<file path="config.mk">
export PLATFORM = sky130hd
export DESIGN_NAME = mmu_l1tlb_sched_flat
export DESIGN_NICKNAME = d
export VERILOG_FILES = /design/src/rtl/mmu_l1tlb_sched_pkg.sv /design/src/rtl/mmu_l1tlb_sched_if.sv /design/src/rtl/mmu_l1tlb_rr_arb2.sv /design/src/rtl/mmu_l1tlb_sched.sv /design/src/flat_wrapper.sv
export SDC_FILE = /design/constraint.sdc
export NUM_CORES = 1
export LEC_CHECK = 0
export BUFFER_PORTS_ARGS = -buffer_cell sky130_fd_sc_hd__buf_2
export CAP_MARGIN = 20
export CORE_ASPECT_RATIO = 1.2
export CORE_MARGIN = 2
export CORE_UTILIZATION = 29
export DETAILED_ROUTE_END_ITERATION = 16
export MAX_ROUTING_LAYER = met4
export PLACE_DENSITY_LB_ADDON = 0.2
export SLEW_MARGIN = 20
export SYNTH_ARGS = -nofsm -noshare
export SYNTH_HDL_FRONTEND = slang
export SYNTH_HIERARCHICAL = 1
export SYNTH_SLANG_ARGS = --single-unit
</file>
<file path="constraint.sdc">
create_clock -name clk -period 3.7 [get_ports clk]
set_input_delay 0.185 -clock clk [delete_from_list [all_inputs] [get_ports clk]]
set_output_delay 0.185 -clock clk [all_outputs]
set_load 0.05 [all_outputs]
</file>
<file path="src/rtl/mmu_l1tlb_sched_pkg.sv">
// Shared types and widths for the L1 TLB request scheduler.
package mmu_l1tlb_sched_pkg;

    localparam int unsigned REQ_W         = 79;
    localparam int unsigned SFENCE_W      = 39;
    localparam int unsigned OUTST_MAX_DEF = 4;

    typedef enum logic [1:0] {
        RUN,
        DRAIN,
        FLUSH
    } state_e;

endpackage

</file>
<file path="src/rtl/mmu_l1tlb_sched_if.sv">
// Handshake bundle between requesters, scheduler and L1 TLB.
// slave: scheduler side; master: requesters plus TLB side.
interface mmu_l1tlb_sched_if;
    import mmu_l1tlb_sched_pkg::*;

    logic                i_ifu_req_valid_1;
    logic                o_ifu_req_ready_1;
    logic [REQ_W-1:0]    i_ifu_req_data_79;

    logic                i_lsu_req_valid_1;
    logic                o_lsu_req_ready_1;
    logic [REQ_W-1:0]    i_lsu_req_data_79;

    logic                i_sfence_valid_1;
    logic                o_sfence_ready_1;
    logic [SFENCE_W-1:0] i_sfence_data_39;

    logic                o_tlb_req_valid_1;
    logic                i_tlb_req_ready_1;
    logic [REQ_W-1:0]    o_tlb_req_data_79;

    logic                o_tlb_sfence_valid_1;
    logic                i_tlb_sfence_ready_1;
    logic [SFENCE_W-1:0] o_tlb_sfence_data_39;

    modport slave (
        input  i_ifu_req_valid_1, i_ifu_req_data_79,
        input  i_lsu_req_valid_1, i_lsu_req_data_79,
        input  i_sfence_valid_1, i_sfence_data_39,
        input  i_tlb_req_ready_1, i_tlb_sfence_ready_1,
        output o_ifu_req_ready_1, o_lsu_req_ready_1, o_sfence_ready_1,
        output o_tlb_req_valid_1, o_tlb_req_data_79,
        output o_tlb_sfence_valid_1, o_tlb_sfence_data_39
    );

    modport master (
        output i_ifu_req_valid_1, i_ifu_req_data_79,
        output i_lsu_req_valid_1, i_lsu_req_data_79,
        output i_sfence_valid_1, i_sfence_data_39,
        output i_tlb_req_ready_1, i_tlb_sfence_ready_1,
        input  o_ifu_req_ready_1, o_lsu_req_ready_1, o_sfence_ready_1,
        input  o_tlb_req_valid_1, o_tlb_req_data_79,
        input  o_tlb_sfence_valid_1, o_tlb_sfence_data_39
    );

endinterface

</file>
<file path="src/rtl/mmu_l1tlb_rr_arb2.sv">
// IFU/LSU grant: round-robin with last-grant register, or fixed LSU priority
// when MMU_L1TLB_SCHED_LSU_PRIO_EN is defined.
module mmu_l1tlb_rr_arb2 (
    input  logic clk,
    input  logic rstn,
    input  logic ifu_valid,
    input  logic lsu_valid,
    input  logic ifu_acc,
    input  logic lsu_acc,
    output logic ifu_gnt,
    output logic lsu_gnt
);

`ifdef MMU_L1TLB_SCHED_LSU_PRIO_EN
    assign lsu_gnt = 1'b1;
    assign ifu_gnt = !lsu_valid;
`else
    logic last_lsu_q, last_lsu_d;

    always_comb begin
        last_lsu_d = last_lsu_q;
        if (ifu_acc) begin
            last_lsu_d = 1'b0;
        end else if (lsu_acc) begin
            last_lsu_d = 1'b1;
        end
    end

    // Resets to LSU so the IFU wins the first tie.
    always_ff @(posedge clk or negedge rstn) begin
        if (!rstn) begin
            last_lsu_q <= 1'b1;
        end else begin
            last_lsu_q <= last_lsu_d;
        end
    end

    // A grant is independent of the grantee's own valid; the other side's valid decides.
    assign ifu_gnt = !lsu_valid || last_lsu_q;
    assign lsu_gnt = !ifu_valid || !last_lsu_q;
`endif

endmodule

</file>
<file path="src/rtl/mmu_l1tlb_sched.sv">
// L1 TLB request scheduler: arbitration, in-flight bound and SFENCE drain/flush.
// Optional MMU_L1TLB_SCHED_LSU_PRIO_EN selects fixed LSU priority.
module mmu_l1tlb_sched
    import mmu_l1tlb_sched_pkg::*;
#(
    parameter int unsigned OUTST_MAX = OUTST_MAX_DEF,
    parameter int unsigned CNT_W     = 3
) (
    input  logic                clk,
    input  logic                rstn,
    mmu_l1tlb_sched_if.slave    bus,
    input  logic                i_resp_done_1,
    output logic [CNT_W-1:0]    o_outst_cnt,
    output logic                o_err_1
);

    state_e              state_q, state_d;
    logic                alive_q;
    logic                req_valid_q, req_valid_d;
    logic [REQ_W-1:0]    req_data_q, req_data_d;
    logic [SFENCE_W-1:0] sf_data_q, sf_data_d;
    logic [CNT_W-1:0]    cnt_q, cnt_d;
    logic                err_q, err_d;
    logic                can_accept, ifu_gnt, lsu_gnt;
    logic                ifu_acc, lsu_acc, req_acc, sf_acc, tlb_hs, tlb_sf_valid;

    mmu_l1tlb_rr_arb2 u_arb (
        .clk       (clk),
        .rstn      (rstn),
        .ifu_valid (bus.i_ifu_req_valid_1),
        .lsu_valid (bus.i_lsu_req_valid_1),
        .ifu_acc   (ifu_acc),
        .lsu_acc   (lsu_acc),
        .ifu_gnt   (ifu_gnt),
        .lsu_gnt   (lsu_gnt)
    );

    // alive_q keeps every ready low while in reset and for the release cycle.
    assign can_accept = alive_q && (state_q == RUN) && !bus.i_sfence_valid_1
                        && (cnt_q < CNT_W'(OUTST_MAX))
                        && (!req_valid_q || bus.i_tlb_req_ready_1);

    assign bus.o_ifu_req_ready_1 = can_accept && ifu_gnt;
    assign bus.o_lsu_req_ready_1 = can_accept && lsu_gnt;
    assign bus.o_sfence_ready_1  = alive_q && (state_q == RUN);

    assign ifu_acc = bus.i_ifu_req_valid_1 && bus.o_ifu_req_ready_1;
    assign lsu_acc = bus.i_lsu_req_valid_1 && bus.o_lsu_req_ready_1;
    assign req_acc = ifu_acc || lsu_acc;
    assign sf_acc  = bus.i_sfence_valid_1 && bus.o_sfence_ready_1;
    assign tlb_hs  = req_valid_q && bus.i_tlb_req_ready_1;

    always_comb begin
        req_valid_d = req_valid_q;
        req_data_d  = req_data_q;
        if (tlb_hs) begin
            req_valid_d = 1'b0;
        end
        if (ifu_acc) begin
            req_valid_d = 1'b1;
            req_data_d  = bus.i_ifu_req_data_79;
        end else if (lsu_acc) begin
            req_valid_d = 1'b1;
            req_data_d  = bus.i_lsu_req_data_79;
        end
    end

    always_comb begin
        cnt_d = cnt_q;
        err_d = err_q;
        if (i_resp_done_1 && (cnt_q == '0)) begin
            err_d = 1'b1;
        end
        if (req_acc && !i_resp_done_1) begin
            cnt_d = cnt_q + CNT_W'(1);
        end else if (!req_acc && i_resp_done_1 && (cnt_q != '0)) begin
            cnt_d = cnt_q - CNT_W'(1);
        end
    end

    always_comb begin
        state_d      = state_q;
        sf_data_d    = sf_data_q;
        tlb_sf_valid = 1'b0;
        unique case (state_q)
            RUN: begin
                if (sf_acc) begin
                    state_d   = DRAIN;
                    sf_data_d = bus.i_sfence_data_39;
                end
            end
            DRAIN: begin
                if ((cnt_q == '0) && !req_valid_q) begin
                    state_d = FLUSH;
                end
            end
            FLUSH: begin
                tlb_sf_valid = 1'b1;
                if (bus.i_tlb_sfence_ready_1) begin
                    state_d = RUN;
                end
            end
            default: state_d = RUN;
        endcase
    end

    always_ff @(posedge clk or negedge rstn) begin
        if (!rstn) begin
            state_q     <= RUN;
            alive_q     <= 1'b0;
            req_valid_q <= 1'b0;
            req_data_q  <= '0;
            sf_data_q   <= '0;
            cnt_q       <= '0;
            err_q       <= 1'b0;
        end else begin
            state_q     <= state_d;
            alive_q     <= 1'b1;
            req_valid_q <= req_valid_d;
            req_data_q  <= req_data_d;
            sf_data_q   <= sf_data_d;
            cnt_q       <= cnt_d;
            err_q       <= err_d;
        end
    end

    assign bus.o_tlb_req_valid_1    = req_valid_q;
    assign bus.o_tlb_req_data_79    = req_data_q;
    assign bus.o_tlb_sfence_valid_1 = tlb_sf_valid;
    assign bus.o_tlb_sfence_data_39 = sf_data_q;
    assign o_outst_cnt              = cnt_q;
    assign o_err_1                  = err_q;

endmodule

</file>
<file path="src/flat_wrapper.sv">
// flat-port wrapper written by rule: the top's interface ports become plain ports
module mmu_l1tlb_sched_flat import mmu_l1tlb_sched_pkg::*;
#(
    parameter int unsigned OUTST_MAX = OUTST_MAX_DEF,
    parameter int unsigned CNT_W     = 3
)
  (clk, rstn, i_resp_done_1, o_outst_cnt, o_err_1, bus_i_ifu_req_valid_1, bus_i_ifu_req_data_79, bus_i_lsu_req_valid_1, bus_i_lsu_req_data_79, bus_i_sfence_valid_1, bus_i_sfence_data_39, bus_i_tlb_req_ready_1, bus_i_tlb_sfence_ready_1, bus_o_ifu_req_ready_1, bus_o_lsu_req_ready_1, bus_o_sfence_ready_1, bus_o_tlb_req_valid_1, bus_o_tlb_req_data_79, bus_o_tlb_sfence_valid_1, bus_o_tlb_sfence_data_39);
  mmu_l1tlb_sched_if bus_i ();
  input  logic clk;
  input  logic rstn;
  input  logic i_resp_done_1;
  output logic [CNT_W-1:0] o_outst_cnt;
  output logic o_err_1;
  input wire logic [$bits(bus_i.i_ifu_req_valid_1)-1:0] bus_i_ifu_req_valid_1;
  input wire logic [$bits(bus_i.i_ifu_req_data_79)-1:0] bus_i_ifu_req_data_79;
  input wire logic [$bits(bus_i.i_lsu_req_valid_1)-1:0] bus_i_lsu_req_valid_1;
  input wire logic [$bits(bus_i.i_lsu_req_data_79)-1:0] bus_i_lsu_req_data_79;
  input wire logic [$bits(bus_i.i_sfence_valid_1)-1:0] bus_i_sfence_valid_1;
  input wire logic [$bits(bus_i.i_sfence_data_39)-1:0] bus_i_sfence_data_39;
  input wire logic [$bits(bus_i.i_tlb_req_ready_1)-1:0] bus_i_tlb_req_ready_1;
  input wire logic [$bits(bus_i.i_tlb_sfence_ready_1)-1:0] bus_i_tlb_sfence_ready_1;
  output wire logic [$bits(bus_i.o_ifu_req_ready_1)-1:0] bus_o_ifu_req_ready_1;
  output wire logic [$bits(bus_i.o_lsu_req_ready_1)-1:0] bus_o_lsu_req_ready_1;
  output wire logic [$bits(bus_i.o_sfence_ready_1)-1:0] bus_o_sfence_ready_1;
  output wire logic [$bits(bus_i.o_tlb_req_valid_1)-1:0] bus_o_tlb_req_valid_1;
  output wire logic [$bits(bus_i.o_tlb_req_data_79)-1:0] bus_o_tlb_req_data_79;
  output wire logic [$bits(bus_i.o_tlb_sfence_valid_1)-1:0] bus_o_tlb_sfence_valid_1;
  output wire logic [$bits(bus_i.o_tlb_sfence_data_39)-1:0] bus_o_tlb_sfence_data_39;
  assign bus_i.i_ifu_req_valid_1 = bus_i_ifu_req_valid_1;
  assign bus_i.i_ifu_req_data_79 = bus_i_ifu_req_data_79;
  assign bus_i.i_lsu_req_valid_1 = bus_i_lsu_req_valid_1;
  assign bus_i.i_lsu_req_data_79 = bus_i_lsu_req_data_79;
  assign bus_i.i_sfence_valid_1 = bus_i_sfence_valid_1;
  assign bus_i.i_sfence_data_39 = bus_i_sfence_data_39;
  assign bus_i.i_tlb_req_ready_1 = bus_i_tlb_req_ready_1;
  assign bus_i.i_tlb_sfence_ready_1 = bus_i_tlb_sfence_ready_1;
  assign bus_o_ifu_req_ready_1 = bus_i.o_ifu_req_ready_1;
  assign bus_o_lsu_req_ready_1 = bus_i.o_lsu_req_ready_1;
  assign bus_o_sfence_ready_1 = bus_i.o_sfence_ready_1;
  assign bus_o_tlb_req_valid_1 = bus_i.o_tlb_req_valid_1;
  assign bus_o_tlb_req_data_79 = bus_i.o_tlb_req_data_79;
  assign bus_o_tlb_sfence_valid_1 = bus_i.o_tlb_sfence_valid_1;
  assign bus_o_tlb_sfence_data_39 = bus_i.o_tlb_sfence_data_39;
  mmu_l1tlb_sched #(.OUTST_MAX(OUTST_MAX), .CNT_W(CNT_W)) u_core (.clk(clk), .rstn(rstn), .bus(bus_i), .i_resp_done_1(i_resp_done_1), .o_outst_cnt(o_outst_cnt), .o_err_1(o_err_1));
endmodule
</file>
# Word-level counts from Yosys, hierarchy flattened
# Index checks and enable logic that the tools add are counted.
# totals
reg_bits	127
input_bits	205
output_inout_bits	127
wordCells	64
# classes
addsub	2
magnitude_cmp	1
n_eq_ne	5
n_mux	14
n_reduce_logical	34
# op_table
cell	count
$mux W79	2
$logic_and A1 B1 Y1	15
$logic_not A1 Y1	7
$mux W1	6
$mux W2	3
$mux W3	2
$pmux W2 S3	1
$reduce_bool A3 Y1	2
$logic_or A1 B1 Y1	4
$ne A2 B1 Y1 const B	2
$reduce_bool A2 Y1	2
$add A3 B1 Y3 const B	1
$logic_not A3 Y1	1
$lt A3 B3 Y1 const B	1
$reduce_and A3 Y1	1
$sub A3 B1 Y3 const B	1
$eq A2 B1 Y1 const B	1
$eq A2 B2 Y1 const B	1
$logic_not A2 Y1	1
$ne A2 B2 Y1 const B	1
$reduce_and A2 Y1	1

# Logic depth before layout (Yosys ltp)
# Gate-level depths: netlist of the first run.
# depth
word_depth	13
depth_mapped	10
mapped_depth_nobuf	8

# Cells and area by module
# Netlist of the first run, hierarchy kept.
# modules_own_cells
module	n_inst	cells_per_inst	area_each_um2	seq_area_each_um2
mmu_l1tlb_sched	1	484	5235.0	3153.0
mmu_l1tlb_rr_arb2	1	4	46.3	26.3

# Worst setup path before layout of the first run
# Ideal clock, no wire load.
# synth_path
path_kind	reg2reg
start	reg u_core.cnt_q[2] (netlist: u_core/o_outst_cnt[2])
end	reg u_core.cnt_q[2] (netlist: u_core/o_outst_cnt[2])
t_arrival_ns	2.852
path_slack_ns	0.762
path_stages_with_launch	10
path_buffers	3
cell_sequence	dfrtp_1 > or2_0 > clkbuf_1 > a2111oi_4 > buf_4 > buf_4 > nand2_1 > fa_1 > or4_1 > o211ai_1
# synth_via
elab_chain_len	10
elab_cells_between_ends	18
# synth_lines
element	line_no	text
start, declared	mmu_l1tlb_sched.sv:22	logic [CNT_W-1:0] cnt_q, cnt_d;
start signal, assigned	mmu_l1tlb_sched.sv:122	cnt_q <= cnt_d;
$lt A3 B3 Y1	mmu_l1tlb_sched.sv:40	&& (cnt_q < CNT_W'(OUTST_MAX))
$logic_and A1 B1 Y1	mmu_l1tlb_sched.sv:40	
$logic_and A1 B1 Y1	mmu_l1tlb_sched.sv:41	&& (!req_valid_q || bus.i_tlb_req_ready_1);
$logic_and A1 B1 Y1 (on tied branches)	mmu_l1tlb_sched.sv:43, mmu_l1tlb_sched.sv:44	
$logic_and A1 B1 Y1 (on tied branches)	mmu_l1tlb_sched.sv:47, mmu_l1tlb_sched.sv:48	
$logic_or A1 B1 Y1	mmu_l1tlb_sched.sv:49	assign req_acc = ifu_acc || lsu_acc;
$logic_not A1 Y1	mmu_l1tlb_sched.sv:76	end else if (!req_acc && i_resp_done_1 && (cnt_q != '0)) begin
$logic_and A1 B1 Y1 (2 in series)	mmu_l1tlb_sched.sv:76	
$reduce_bool A2 Y1 (no line)	n/a	
# Several ways; a longest one is shown, not always the timed one. The select of a mux whose other input is x is not followed.
# A chain may end at the register's enable or synchronous reset.

# Final worst setup path of the first run
# layout_path
start	reg u_core.u_arb.last_lsu_q
end	reg u_core.req_data_q[0] (netlist: u_core/bus.o_tlb_req_data_79[0])
# layout_via
elab_cells_between_ends	9
# layout_rtl
element	line_no	text
start, declared	mmu_l1tlb_rr_arb2.sv:18	logic last_lsu_q, last_lsu_d;
start signal, assigned	mmu_l1tlb_rr_arb2.sv:34	last_lsu_q <= last_lsu_d;
$logic_or A1 B1 Y1 (*)	mmu_l1tlb_rr_arb2.sv:39	assign ifu_gnt = !lsu_valid || last_lsu_q;
net u_core.ifu_gnt	mmu_l1tlb_sched.sv:24	logic can_accept, ifu_gnt, lsu_gnt;
$logic_and A1 B1 Y1 (*)	mmu_l1tlb_sched.sv:43	assign bus.o_ifu_req_ready_1 = can_accept && ifu_gnt;
$logic_and A1 B1 Y1 (*)	mmu_l1tlb_sched.sv:47	assign ifu_acc = bus.i_ifu_req_valid_1 && bus.o_ifu_req_ready_1;
$mux W79 / $reduce_bool A2 Y1 (equally long branches)	n/a	
end signal, assigned	mmu_l1tlb_sched.sv:120	req_data_q <= req_data_d;
end, declared	mmu_l1tlb_sched.sv:20	logic [REQ_W-1:0] req_data_q, req_data_d;
# Mark *: on every way through the listed nets, which the timed path passes. The rest lies on a longest branch.

==> impl_results.md, run 1 <==
* Predominant post-synthesis flop cell: dfrtp_1
* Num ports at 332
* Hold WC Path Type: in -> reg
* Mapped Nets at 694
* # H-tree levels at 4
* Die width at 127 um
* Gp weighted congestion at between 0.7 and 0.8
* DPL Wire Length at 11800 um
* HP Start: i_resp_done_1
* Flop2flop setup slack at ~0.8 ns
* Cells after Synth at ~490
* Fin Hold WS at about 0.055 ns
* Startpoint type of the worst setup path: flop
* Nets at ~1100
* Clk sinks at 127
* Ratio of cells with drive above 1 in the final layout at 48.3%
* Tcrit/Tclk final at 78.9%
* Commonest non-fill, non-tap cell in the layout: buf_2
* CP Class: reg -> reg
* Largest net degree at the start of global routing at 89
* Initial drt markers at 179
* Top delay family on crit path: simple AND/OR/NAND/NOR gates
* Clk slew on worst S/H paths at 0.06 ns
* Vias at 5110
* Number of flops mapped to enable cells by yosys at 0
* Tmin final at ~3 ns
* DRC at 0
* Synth cell types at 32
* First-pass GRT wire length at 27500 um
* Worst VDD drop at approximately 0.00054 V
* Cell taking the most area after synthesis: dfrtp_1
* Largest cells by area after synthesis: dfrtp_1, o22ai_1, mux2_2, a21oi_1, nor2_1
* Wirelength per Cell at 16.2 um
* Vias in the first global route at 5282
* Placed insts at 1009
* Outcome: finished, final reports clean
* Worst slew margin at 33.2%
* Most frequent cells in the layout: buf_2, dfrtp_1, a21oi_1
* Initial DRT Pass Iterations at 4
* Seq cells post-synth at around 130
* Tightest Pin Transition at ~1.0 ns
* Final max-slew violation count at 0
* Non-Filler Instances at 1081
* FMAX at 0.342 GHz
* Asr flop ratio synth at 100%
* Overall Global Routing Usage at 18.5%
* Worst reg2reg path startpoint: u_core/u_arb/last_lsu_q$_DFFE_PN1P_
* Number of diodes at 0
* Initial antenna violation count at 0
* Hold EP: u_core/o_outst_cnt[2]$_DFFE_PN0P_
* Share of the synthesized area in the top cell type at 59.7%
* Static Leak at 0.00391 uW
* Core footprint at 18000 um^2
* Buf/Inv on CP at 1
* Via density at 4.73
* Hold Path Stages at 2
* Clock buffer depth at 2
* Row count at 54
* Final number of setup-violating endpoints at 0
* Die Ht at ~150 um
* Num CTS Buffers at 17
* Total routed wirelength at 17500 um
* CP Capture Type: flop
* Final Hold Fails at 0
* Req. time, crit path at 3.96 ns
* Worst-Skew Late Latency at 0.41 ns
* Max-Cap Viols at 0
* R2r worst-path depth at 6
* Power Density at between 1000 and 1500 nW/um^2
* Port Buffers at 331
* Final Skew at 0.00916 ns
* # fillers at 1758
* Synth-to-Final Area Change at 54.7%
* Clk root buf: clkbuf_16
* Max FO, Critical Path at 81
* Total Neg Setup Slack at 0 ns
* Ys Warns at 6
* CP max stage delay at 0.86 ns
* Critical-path cell list: nand2b_1 -> nand2_2 -> buf_4 -> nand3_4 -> o22ai_1 -> a21oi_1
* RSZ-0062 raised after global routing: no
* Reg-to-Reg End: u_core/bus.o_tlb_req_data_79[0]$_DFFE_PN0P_
* Cell Area, Synth at 5280 um^2
* Initial Util at 29.3%
* Data arrival, critical path at 3.18 ns
* Area of the die at 19300 um^2
* CTS tree: built
* Antenna Nets Post-Route at 0
* Part of the Yosys area used for sequential elements at 60.2%
* Syn avg cell area at 10.8 um^2
* Crit-path slowest cell: nand3_4
* Gr ovfl total at 0
[kinds of logic after synthesis]
group                      count (synthesis)  synth area share (%)
muxes                                     39                  8.32
adders and majority gates                  1                 0.379
xor gates and xnor gates                   1                 0.166
AOI/OAI and AO/OA                        168                  18.6
buffers and inverters                     43                  3.55
other                                      1                0.0710
and+or+nand+nor                          108                  8.74
DFF                                      127                  60.2
[metal layers]
layer	track usage [%]	routed length [um]
met2	30.3	8510
met5	-	0
met3	6.23	1320
met1	21.6	7420
met4	5.76	299
[worst register-to-register path, cell delays in order, from the launching register on]
cell and delay [ns]:
dfstp_2 0.37, nand2b_1 0.15, nand2_2 0.09, buf_4 0.71
nand3_4 0.87, o22ai_1 0.45, a21oi_1 0.13
[power breakdown]
group / switching, uW / total (uW) / internal [uW]
registers: 353 / 2440 / 2090
logic: 3480 / 4610 / 1130
clock network: 639 / 1860 / 1220
total: 4470 / 8910 / 4440
[metrics by stage]
| step | utilization (%) | area, um^2 | total power [uW] | setup WS, ns |
|---|---|---|---|---|
| 2_1_floorplan | - | 5280 | 5890 | 0.762 |
| 3_3_place_gp | 39.4 | 7120 | 7020 | 0.733 |
| 3_5_place_dp | 39.4 | 7120 | 7060 | 0.733 |
| 4_1_cts | 45.3 | 8170 | 9000 | 0.727 |
| 5_1_grt | 45.3 | 8170 | 9380 | 0.496 |
| 6_report | 45.3 | 8170 | 8910 | 0.779 |
[how the worst max path moves through the flow]
| stage | from | to | slack (ns) | cells past startpoint |
|---|---|---|---|---|
| 5_1_grt | u_core/u_arb/last_lsu_q$_DFFE_PN1P_ | u_core/bus.o_tlb_req_data_79[59]$_DFFE_PN0P_ | 0.50 | 6 |
| 2_1_floorplan | u_core/o_outst_cnt[2]$_DFFE_PN0P_ | u_core/o_outst_cnt[2]$_DFFE_PN0P_ | 0.76 | 9 |
| 4_1_cts | u_core/u_arb/last_lsu_q$_DFFE_PN1P_ | u_core/bus.o_tlb_req_data_79[21]$_DFFE_PN0P_ | 0.73 | 6 |
| 3_5_place_dp | u_core/u_arb/last_lsu_q$_DFFE_PN1P_ | u_core/bus.o_tlb_req_data_79[21]$_DFFE_PN0P_ | 0.73 | 6 |
| 3_3_place_gp | u_core/u_arb/last_lsu_q$_DFFE_PN1P_ | u_core/bus.o_tlb_req_data_79[38]$_DFFE_PN0P_ | 0.73 | 6 |
| 6_report | u_core/u_arb/last_lsu_q$_DFFE_PN1P_ | u_core/bus.o_tlb_req_data_79[0]$_DFFE_PN0P_ | 0.78 | 6 |
[cell type report]
type | instances | area (um^2) | share of cell area [%]
Sequential cell | 127 | 3180 | 38.9
Timing Repair Buffer | 377 | 2110 | 25.8
Multi-Input combinational cell | 318 | 1940 | 23.7
Clock buffer | 20 | 447 | 5.47
Tap cell | 224 | 280 | 3.43
Clock inverter | 12 | 209 | 2.56
Inverter | 3 | 11.3 | 0.138
[sequential cells by signal, indices dropped and copies added, names as in the netlist]
| name | count |
|---|---|
| u_core/alive_q | 1 |
| u_core/bus.o_tlb_req_data_79 | 79 |
| u_core/bus.o_tlb_req_valid_1 | 1 |
| u_core/bus.o_tlb_sfence_data_39 | 39 |
| u_core/o_err_1 | 1 |
| u_core/o_outst_cnt | 3 |
| u_core/state_q | 2 |
| u_core/u_arb/last_lsu_q | 1 |
[Yosys cell counts (all sizes together) (2+ instances only)]
cell	instances
a21oi	82
and2	3
buf	13
clkbuf	27
dfrtp	126
inv	3
mux2	39
nand2	7
nand2b	3
nand3	4
nor2	80
nor4	2
o21bai	2
o22ai	79
or2	3
[repair_timing]
item | 4_1_cts | 5_1_grt
resized for setup | 0 | 0
buffers inserted | 0 | 0
hold endpoints to repair | 99 | 0
hold buffers | 40 | 0
(Power assumes the default switching activity.)
==> run 2: changes to the inputs <==
ABC_AREA = 1   (was default)
clock period = 3 ns   (was 3.7 ns; I/O delays follow)
==> run 2 against run 1 <==
Net effect: via count increased by 14%; first-iteration DRC count increased by 51%; combinational power increased by 23%; total power increased by 21%; fmax increased by 34%; die area increased by 4.4%; critical path depth increased by 3; clock power increased by 10%; critical path type unchanged; largest power group unchanged.
==> impl_results.md, run 2 <==
* Cells after Synth at 581 (+19%)
* CTS resizes at 0 (unchanged)
* Clk slew on worst S/H paths at 0.06 ns (about the same)
* Share of the synthesized area in the top cell type at 57.1% (-2.6 points)
* Gp weighted congestion at 0.785 (+4.1%)
* Num ports at 332 (unchanged)
* Req. time, crit path at 3.30 ns (-0.66 ns)
* Synth cell count leaders: dfrtp_1, nand2_1, nor2_1
* Static Leak at 0.00443 uW (+13%)
* DPL Wire Length at 12200 um (+3.4%)
* Setup repair bufs after CTS at 0 (unchanged)
* Num CTS Buffers at 17 (unchanged)
* Tcrit/Tclk final at 72.8% (-6.1 points)
* Initial antenna violation count at 0 (unchanged)
* Synth-to-Final Area Change at 65.4%
* Power Density at 1180 nW/um^2 (+8.0%)
* CTS tree: built
* Pwr Total at 10800 uW (+21%)
* Nets at 1227 (+17%)
* Predominant post-synthesis flop cell: dfrtp_1
* Antenna Nets Post-Route at 0 (unchanged)
* Worst-Skew Late Latency at 0.41 ns (about the same)
* Gr ovfl total at 0 (unchanged)
* CP Class: reg -> reg
* Initial DRT Pass Iterations at 4 (unchanged)
* Crit-path slowest cell: buf_4
* Vias at 5843 (+14%)
* Data arrival, critical path at 2.48 ns (-0.70 ns)
* Ratio of cells with drive above 1 in the final layout at 40.2% (-8.1 points)
* Die width at 130 um (+2.2%)
* Commonest non-fill, non-tap cell in the layout: buf_2
* Part of the Yosys area used for sequential elements at 57.6% (-2.6 points)
* CP Capture Type: flop
* First-pass GRT wire length at 30000 um (+9.1%)
* Top delay family on crit path: simple AND/OR/NAND/NOR gates
* Top Metal Used: met4
* Worst slack at placement at 0.764 ns (+0.0310 ns)
* Final Hold Fails at 0 (unchanged)
* Final max-slew violation count at 0 (unchanged)
* Seq cells post-synth at 127 (unchanged)
* Largest cells by area after synthesis: dfrtp_1, mux2_2, o21ai_0, a21oi_1, nand2_1
* Worst slew margin at 37.9% (+4.7 points)
* Asr flop ratio synth at 100% (unchanged)
* Setup ws final at 0.816 ns (+0.0368 ns)
* Most frequent cells in the layout: buf_2, dfrtp_1, dlygate4sd3_1
* Ys Warns at 6 (unchanged)
* Startpoint type of the worst setup path: flop
* Max-Cap Viols at 0 (unchanged)
* Synth cell types at 22 (-31%)
* Total Neg Setup Slack at 0 ns (unchanged)
* Vias in the first global route at 6018 (+14%)
* Placed insts at 1139 (+13%)
* Fin Hold WS at 0.0356 ns (-0.0190 ns)
* Hold_buf cts at 119 (+200%)
* Met2 WL at 9720 um (+14%)
* Row count at 55 (+1.9%)
* Metal1 wirelength at 8050 um (+8.5%)
* Final Skew at 0.0106 ns (+0.00140 ns)
* Port Buffers at 331 (unchanged)
* Initial Util at 29.4% (+0.11 points)
* FMAX at 0.458 GHz (+34%)
* Top-count cell post-synth: dfrtp_1
* DRC at 0 (unchanged)
* Mapped Nets at 787 (+13%)
* Area of the die at 20200 um^2 (+4.4%)
* Critical-path cell list: nor2_1 -> nand2_2 -> nor2_4 -> nand3_2 -> nand2_4 -> buf_4 -> nand3_1 -> nand3_1 -> nand2_1
* Cell taking the most area after synthesis: dfrtp_1
* Largest net degree at the start of global routing at 83 (-6.7%)
* Initial drt markers at 271 (+51%)
* RSZ-0062 raised after global routing: no
* # fillers at 1761 (+0.17%)
* Wire length on met3 at 1230 um (-6.7%)
* Non-Filler Instances at 1291 (+19%)
* Tightest Pin Transition at 0.931 ns (-0.0705 ns)
* Max FO, Critical Path at 81 (unchanged)
* Clk root buf: clkbuf_16
* Syn avg cell area at 9.50 um^2 (-12%)
* Tmin final at 2.18 ns (-0.737 ns)
* Final number of setup-violating endpoints at 0 (unchanged)
* Outcome: finished, final reports clean
* Core footprint at 18800 um^2 (+4.1%)
* Max reg flops at 79 (unchanged)
* Top cell by count, worst path: nand3_1
* Buf/Inv on CP at 1 (unchanged)
* Wirelength per Cell at 15.0 um (-7.3%)
* Clk sinks at 127 (unchanged)
* Clock buffer depth at 2 (unchanged)
* Overall Global Routing Usage at 19.7% (+1.1 points)
* Cell Area, Synth at 5520 um^2 (+4.5%)
* Worst VDD drop at 0.000755 V (+39%)
* Number of flops mapped to enable cells by yosys at 0 (unchanged)
* Die Ht at 155 um (+2.2%)
* Hold WC Path Type: in -> reg
* CP max stage delay at 0.73 ns (-0.13 ns)
* Via density at 4.53 (-4.3%)
* # H-tree levels at 4 (unchanged)
* Total routed wirelength at 19400 um (+11%)
[run 2: path summary, 6_finish.rpt]
check	end	slack [ns]	from	cells past startpoint
max	u_core/o_outst_cnt[2]$_DFFE_PN0P_	0.82	u_core/state_q[0]$_DFFE_PN0P_	9
min	u_core/bus.o_tlb_req_data_79[35]$_DFFE_PN0P_	0.04	bus_i_lsu_req_data_79[35]	3
max reg2reg	u_core/o_outst_cnt[2]$_DFFE_PN0P_	0.82	u_core/state_q[0]$_DFFE_PN0P_	9
min reg2reg	u_core/o_err_1$_DFFE_PN0P_	0.48	u_core/o_err_1$_DFFE_PN0P_	1
max in group asynchronous	u_core/bus.o_tlb_req_data_79[72]$_DFFE_PN0P_	1.88	rstn	3
min in group asynchronous	u_core/bus.o_tlb_sfence_data_39[33]$_DFFE_PN0P_	0.33	rstn	2
[run 2: metal layers]
metal | GRT usage [%] | up-vias
met3 | 5.33 | 32
met2 | 33.4 | 246
met1 | 22.1 | 2768
met5 | - | -
li1 | - | 2797
met4 | 6.91 | 0
[run 2: worst register-to-register path, delay by kind of cell, from the launching register on]
kind | cells | cell delay (ns)
buffers and inverters | 1 | 0.73
AND/OR/NAND/NOR | 8 | 0.96
flip-flops | 1 | 0.40
[run 2: area by class of cell]
cell class | instances | area (um^2) | area share, %
Antenna cell | 1 | 2.50 | 0.0274
Tap cell | 256 | 320 | 3.51
Multi-Input combinational cell | 399 | 2050 | 22.5
Inverter | 17 | 68.8 | 0.753
Clock inverter | 12 | 135 | 1.48
Timing Repair Buffer | 459 | 2930 | 32.1
Clock buffer | 20 | 447 | 4.89
Sequential cell | 127 | 3180 | 34.8
[run 2: logic make-up (layout without fill, tap and decap cells)]
kind of cell | count (synthesis) | after routing | synth area share (%)
buffers and inverters | 55 | 508 | 5.37
other | 1 | 2 | 0.0679
AOI/OAI and AO/OA | 161 | 161 | 14.6
adders and majority gates | 1 | 1 | 0.363
DFF | 127 | 127 | 57.6
and+or+nand+nor | 197 | 197 | 14.0
muxes | 39 | 39 | 7.95
[run 2: stage by stage]
| step | util, % | area (um^2) |
|---|---|---|
| finish | 48.6 | 9130 |
| global route | 48.6 | 9130 |
| CTS | 48.6 | 9130 |
| detailed placement | 39.2 | 7360 |
| global placement | 39.2 | 7360 |
| floorplan | - | 5520 |
[run 2: power breakdown]
part           leakage (uW)  total [uW]  switching [uW]  internal, uW
Sequential          0.00148        3040             449          2590
Clock              0.000273        2050             798          1250
Combinational       0.00267        5670            4270          1390
